**src/rtl/seq_magnitude_comparator_pkg.sv**
```systemverilog
// Shared types and elaboration checks for the chunked MSB-first magnitude comparator.
package seq_magnitude_comparator_pkg;

    typedef enum logic [1:0] {
        IDLE = 2'd0,
        CMP  = 2'd1,
        DONE = 2'd2
    } state_t;

    // Returns 1 when the WIDTH/CHUNK pairing cannot be built.
    function automatic bit width_check_fails(input int width, input int chunk);
        if (chunk < 1) return 1'b1;
        if (width < 2) return 1'b1;
        return (width % chunk) != 0;
    endfunction

endpackage

```
**src/rtl/seq_magnitude_comparator_cmp.sv**
```systemverilog
// Combinational CHUNK-bit unsigned comparator built as an MSB-priority chain.
module cmp_slice #(
    parameter int CHUNK = 4
) (
    input  logic [CHUNK-1:0] a,
    input  logic [CHUNK-1:0] b,
    output logic             lt,
    output logic             gt,
    output logic             eq
);

    // The first differing bit from the MSB decides; lower bits are masked once eq drops.
    always_comb begin
        lt = 1'b0;
        gt = 1'b0;
        eq = 1'b1;
        for (int i = CHUNK - 1; i >= 0; i--) begin
            if (eq) begin
                if (a[i] && !b[i]) begin
                    gt = 1'b1;
                    eq = 1'b0;
                end else if (!a[i] && b[i]) begin
                    lt = 1'b1;
                    eq = 1'b0;
                end
            end
        end
    end

endmodule

```
**src/rtl/seq_magnitude_comparator.sv**
```systemverilog
// Multi-cycle magnitude comparator: walks the operands MSB-first one CHUNK per cycle, exits on the first difference.
module seq_magnitude_comparator
    import seq_magnitude_comparator_pkg::*;
#(
    parameter int WIDTH = 16,
    parameter int CHUNK = 4
) (
    input  logic             clk,
    input  logic             rst_n,
    input  logic             in_valid,
    output logic             in_ready,
    input  logic [WIDTH-1:0] a,
    input  logic [WIDTH-1:0] b,
    input  logic             signed_mode,
    output logic             out_valid,
    input  logic             out_ready,
    output logic             lesser,
    output logic             greater,
    output logic             equal,
    output logic             busy
);

    localparam int NCHUNK = WIDTH / CHUNK;
    localparam int CNT_W  = (NCHUNK > 1) ? $clog2(NCHUNK) : 1;
    localparam logic [CNT_W-1:0] LAST_CNT  = CNT_W'(NCHUNK - 1);
    localparam logic [WIDTH-1:0] SIGN_MASK = {1'b1, {(WIDTH-1){1'b0}}};

    generate
        if (width_check_fails(WIDTH, CHUNK)) begin : g_bad_width
            $error("seq_magnitude_comparator: WIDTH must be >= 2 and a multiple of CHUNK >= 1");
        end
    endgenerate

    state_t           state;
    state_t           state_next;
    logic [WIDTH-1:0] opa;
    logic [WIDTH-1:0] opb;
    logic [CNT_W-1:0] cnt;
    logic             slice_lt;
    logic             slice_gt;
    logic             slice_eq;
    logic             last_chunk;

    cmp_slice #(.CHUNK(CHUNK)) u_slice (
        .a  (opa[WIDTH-1 -: CHUNK]),
        .b  (opb[WIDTH-1 -: CHUNK]),
        .lt (slice_lt),
        .gt (slice_gt),
        .eq (slice_eq)
    );

    assign last_chunk = (cnt == LAST_CNT);

    always_ff @(posedge clk or negedge rst_n) begin
        if (!rst_n) state <= IDLE;
        else        state <= state_next;
    end

    always_comb begin
        state_next = state;
        case (state)
            IDLE:    if (in_valid) state_next = CMP;
            CMP:     if (!slice_eq || last_chunk) state_next = DONE;
            DONE:    if (out_ready) state_next = IDLE;
            default: state_next = IDLE;
        endcase
    end

    always_comb begin
        in_ready  = (state == IDLE);
        busy      = (state == CMP) || (state == DONE);
        out_valid = (state == DONE);
    end

    // Flipping the sign bit maps two's-complement order onto unsigned order.
    always_ff @(posedge clk or negedge rst_n) begin
        if (!rst_n) begin
            opa     <= '0;
            opb     <= '0;
            cnt     <= '0;
            lesser  <= 1'b0;
            greater <= 1'b0;
            equal   <= 1'b0;
        end else begin
            case (state)
                IDLE: begin
                    if (in_valid) begin
                        opa <= a ^ (signed_mode ? SIGN_MASK : '0);
                        opb <= b ^ (signed_mode ? SIGN_MASK : '0);
                        cnt <= '0;
                    end
                end
                CMP: begin
                    if (!slice_eq) begin
                        lesser  <= slice_lt;
                        greater <= slice_gt;
                    end else if (last_chunk) begin
                        equal <= 1'b1;
                    end else begin
                        opa <= opa << CHUNK;
                        opb <= opb << CHUNK;
                        cnt <= cnt + CNT_W'(1);
                    end
                end
                DONE: begin
                    if (out_ready) begin
                        lesser  <= 1'b0;
                        greater <= 1'b0;
                        equal   <= 1'b0;
                    end
                end
                default: ;
            endcase
        end
    end

endmodule

```
**config.mk**
```make
export PLATFORM = sky130hd
export DESIGN_NAME = seq_magnitude_comparator
export DESIGN_NICKNAME = d
export VERILOG_FILES = /design/src/rtl/seq_magnitude_comparator_pkg.sv /design/src/rtl/seq_magnitude_comparator_cmp.sv /design/src/rtl/seq_magnitude_comparator.sv
export SDC_FILE = /design/constraint.sdc
export NUM_CORES = 1
export LEC_CHECK = 0
export CORE_MARGIN = 3
export CORE_UTILIZATION = 30
export CTS_CLUSTER_SIZE = 20
export DETAILED_ROUTE_END_ITERATION = 10
export PLACE_DENSITY = 0.57
export SLEW_MARGIN = 20
export SYNTH_ARGS = -nofsm -noshare
export SYNTH_HDL_FRONTEND = slang
export SYNTH_SLANG_ARGS = --single-unit
export TNS_END_PERCENT = 30
```
**constraint.sdc**
```tcl
create_clock -name clk -period 2 [get_ports clk]
set_input_delay 0.6 -clock clk [delete_from_list [all_inputs] [get_ports clk]]
set_output_delay 0.6 -clock clk [all_outputs]
set_load 0.01 [all_outputs]
```
==> flow_metrics.env <==
export IMPL_setup_viol=0
export IMPL_syn_area_mm2=0.00228
export IMPL_cts_hold_buffers_added=0
export IMPL_cp_end_kind="output pin"
export IMPL_finalNetCount=320
export IMPL_drt_total_wl_um=5710
export IMPL_syn_nets=269
export IMPL_grt_max_degree=40
export IMPL_gr_total_overflow=0
export IMPL_yosysWarnings=0
export IMPL_fmaxAchievable_ghz=0.524
export IMPL_power_density_mw_per_mm2=1540
export IMPL_startpoint_type="register"
export IMPL_die_area_mm2=0.00868
export IMPL_hold_violations=0
export IMPL_port_buffer_count=42
export IMPL_combPwrFrac=0.558
export IMPL_p_sw_uw=1850
export IMPL_synth_edf_count=0
export IMPL_grt_use_total=0.140
export IMPL_first_global_vias=1892
export IMPL_worstSetupPathType="reg -> out"
export IMPL_finalMaxSlewViolations=0
export IMPL_synth_area_leader_cell="dfrtp_1"
export IMPL_worstMarginPinSlew_ps=507
export IMPL_synth_top_cell_area_share=0.428
export IMPL_cp_num_buf_inv=2
export IMPL_required_ps=1400
export IMPL_grt_pass1_wl_um=9530
export IMPL_status="complete, no violations"
export IMPL_cp_slowest_stage_delay_ps=400
export IMPL_wl_per_cell_um=15.4
export IMPL_antennaDiodeCount=0
export IMPL_synthArstFlopShare=1.00
export IMPL_core_mm2=0.00733
export IMPL_ys_top_cells_by_area="dfrtp_1, o221a_2, ha_1"
export IMPL_power_frac_seq=0.312
export IMPL_ys_flop_type="dfrtp_1"
export IMPL_die_w_um=93.2
export IMPL_critical_path_top_delay_family="buffers and inverters"
export IMPL_die_h_um=93.2
export IMPL_syn_inst=220
export IMPL_antenna_found_initial=0
export IMPL_power_switching_share=0.402
export IMPL_num_fill_cells=719
export IMPL_cts_tree="built"
export IMPL_clock_path_buffers=2
export IMPL_worst_ir_drop_vdd_mv=0.498
export IMPL_drtIter0Drc=96
export IMPL_cts_made_buffers=5
export IMPL_fin_util=0.407
export IMPL_fin_worst_skew_ps=7.79
export IMPL_p_leak_uw=0.00123
export IMPL_hold_path_class="in -> async"
export IMPL_min_period_over_period=0.954
export IMPL_area_growth_pct=30.8
export IMPL_pwr_share_clk=0.130
export IMPL_cts_root_buf="clkbuf_8"
export IMPL_cp_slowest_cell="dfrtp_1"
export IMPL_rsz0062_at_grt="false"
export IMPL_gp_congestion=0.745
export IMPL_vias_per_cell=5.22
export IMPL_rrSetupSlack_ps=110
export IMPL_clock_sinks=39
export IMPL_yosysSeqAreaShare=0.428
export IMPL_first_pass_iters=4
export IMPL_max_slew_margin_rel=0.662
export IMPL_clk_latency_ps=290
export IMPL_clk_pin_slew_ps=80
export IMPL_ios=43
export IMPL_crit_fanout=5
export IMPL_tns_ps=0
export IMPL_avgSynthCellArea_um2=10.4
export IMPL_crit_chain="buf_4 -> ha_2 -> dlygate4sd2_1"
export IMPL_drc_errors=0
export IMPL_critPathArrivalTime_ps=1310
export IMPL_synth_distinct_cells=42
export IMPL_max_cap_viol_count=0
export IMPL_layout_min_cycle_time_ps=1910
export IMPL_htreeDepth=2
export IMPL_rows=31
export IMPL_ant_nets=0
export IMPL_drive_above_1_share=0.213
export IMPL_power_internal_uw=2750
export IMPL_route_vias_total=1935
export IMPL_dp_hpwl_um=4000
export IMPL_ys_ff_latch=39
export IMPL_start_util=0.311
==> synth_stat cells, types with 2 or more instances <==
library cell / number
nand2_1: 24
buf_12: 2
a31oi_1: 3
dfrtp_1: 39
a22oi_1: 7
nand3b_1: 9
buf_2: 3
ha_1: 12
o21ai_0: 9
buf_6: 3
o22ai_1: 15
xnor2_1: 2
a21oi_1: 7
nor2_1: 3
nand3_1: 2
and2_1: 2
o2bb2ai_1: 8
o211ai_1: 2
o221a_2: 23
clkbuf_1: 7
and3_1: 2
nor3_1: 3
inv_1: 14
==> metal layers <==
layer	up-vias	track usage	wire length, um
met5	-	0	0
met4	0	0.0330	34
met3	4	0.0330	273
met2	49	0.218	2620
met1	936	0.196	2780
li1	946	-	-
==> layout make-up <==
class                      count  area [um^2]  area share
multi-input combinational    150         1130       0.380
inverter                      15         60.1      0.0201
clock buffer                   8          100      0.0336
tap                           99          124      0.0415
timing repair buffer          60          589       0.198
sequential                    39          976       0.327
==> kinds of logic (layout without fill, tap and decap cells) <==
group | Yosys count | after routing | synth area share
adders and majority gates | 12 | 12 | 0.0659
and+or+nand+nor | 54 | 54 | 0.129
DFF | 39 | 39 | 0.428
muxes | 1 | 1 | 0.00494
buffers and inverters | 31 | 83 | 0.0785
xor gates and xnor gates | 2 | 2 | 0.00769
AOI/OAI and AO/OA | 81 | 81 | 0.286
==> per-stage QoR <==
stage / power, uW / instance area [um^2] / setup WS [ps] / hold WS, ps / instances
2_1_floorplan: 3300 / 2280 / 271 / 304 / 220
3_3_place_gp: 3920 / 2850 / 13.0 / 474 / 360
3_5_place_dp: 3980 / 2850 / 14.4 / 489 / 360
4_1_cts: 4560 / 2950 / 0.981 / 375 / 368
5_1_grt: 4980 / 2980 / 16.4 / 391 / 371
6_report: 4600 / 2980 / 92.7 / 348 / 371
==> worst paths after layout <==
kind	start	end	depth (start not counted)
min in group clk	equal$_DFFE_PN0P_	equal$_DFFE_PN0P_	1
hold / removal	rst_n	opa[3]$_DFFE_PN0P_	2
hold reg to reg	equal$_DFFE_PN0P_	equal$_DFFE_PN0P_	1
setup reg to reg	state[0]$_DFFE_PN0P_	opa[8]$_DFFE_PN0P_	7
max in group asynchronous	rst_n	opb[5]$_DFFE_PN0P_	2
setup / recovery	state[1]$_DFFE_PN0P_	out_valid	3
==> flip-flops by register name, indices dropped and copies added, names as in the netlist <==
| register | count |
|---|---|
| state | 2 |
| greater | 1 |
| cnt | 2 |
| opa | 16 |
| lesser | 1 |
| equal | 1 |
| opb | 16 |
==> cells in the final DEF, fill, tap and decap left out, types with 2 or more instances in the layout <==
master / n
dfrtp_1: 39
clkdlybuf4s50_1: 38
nand2_1: 24
o221a_2: 23
o22ai_1: 15
inv_1: 14
buf_4: 14
ha_1: 10
nand3b_1: 9
o21ai_0: 9
o2bb2ai_1: 8
a22oi_1: 7
a21oi_1: 7
clkbuf_8: 7
nor3_1: 3
a31oi_1: 3
buf_12: 3
and2_1: 2
o211ai_1: 2
and3_1: 2
nor2_1: 2
nand3_1: 2
xnor2_1: 2
ha_2: 2
dlygate4sd2_1: 2
==> worst register-to-register path, cell delays in order, from the launching register on <==
cell,delay (ps)
dfrtp_1,400
inv_1,90
ha_1,190
buf_6,290
nand2b_1,170
and2_1,200
buf_12,160
o221a_2,280
==> power by group through the flow <==
| stage | registers, uW | clock network (uW) | logic, uW |
|---|---|---|---|
| global placement | 1440 | 0 | 2480 |
| global route | 1490 | 639 | 2850 |
| detailed placement | 1450 | 0 | 2530 |
| finish | 1440 | 598 | 2570 |
| CTS | 1440 | 607 | 2510 |
| floorplan | 1370 | 0 | 1930 |
==> what timing repair did <==
action	CTS	global route
pin swaps	0	1
endpoints found under the setup margin	5	32
resized for setup	4	5
buffers inserted	0	3
Note: power is estimated with default switching activity, not from simulation.
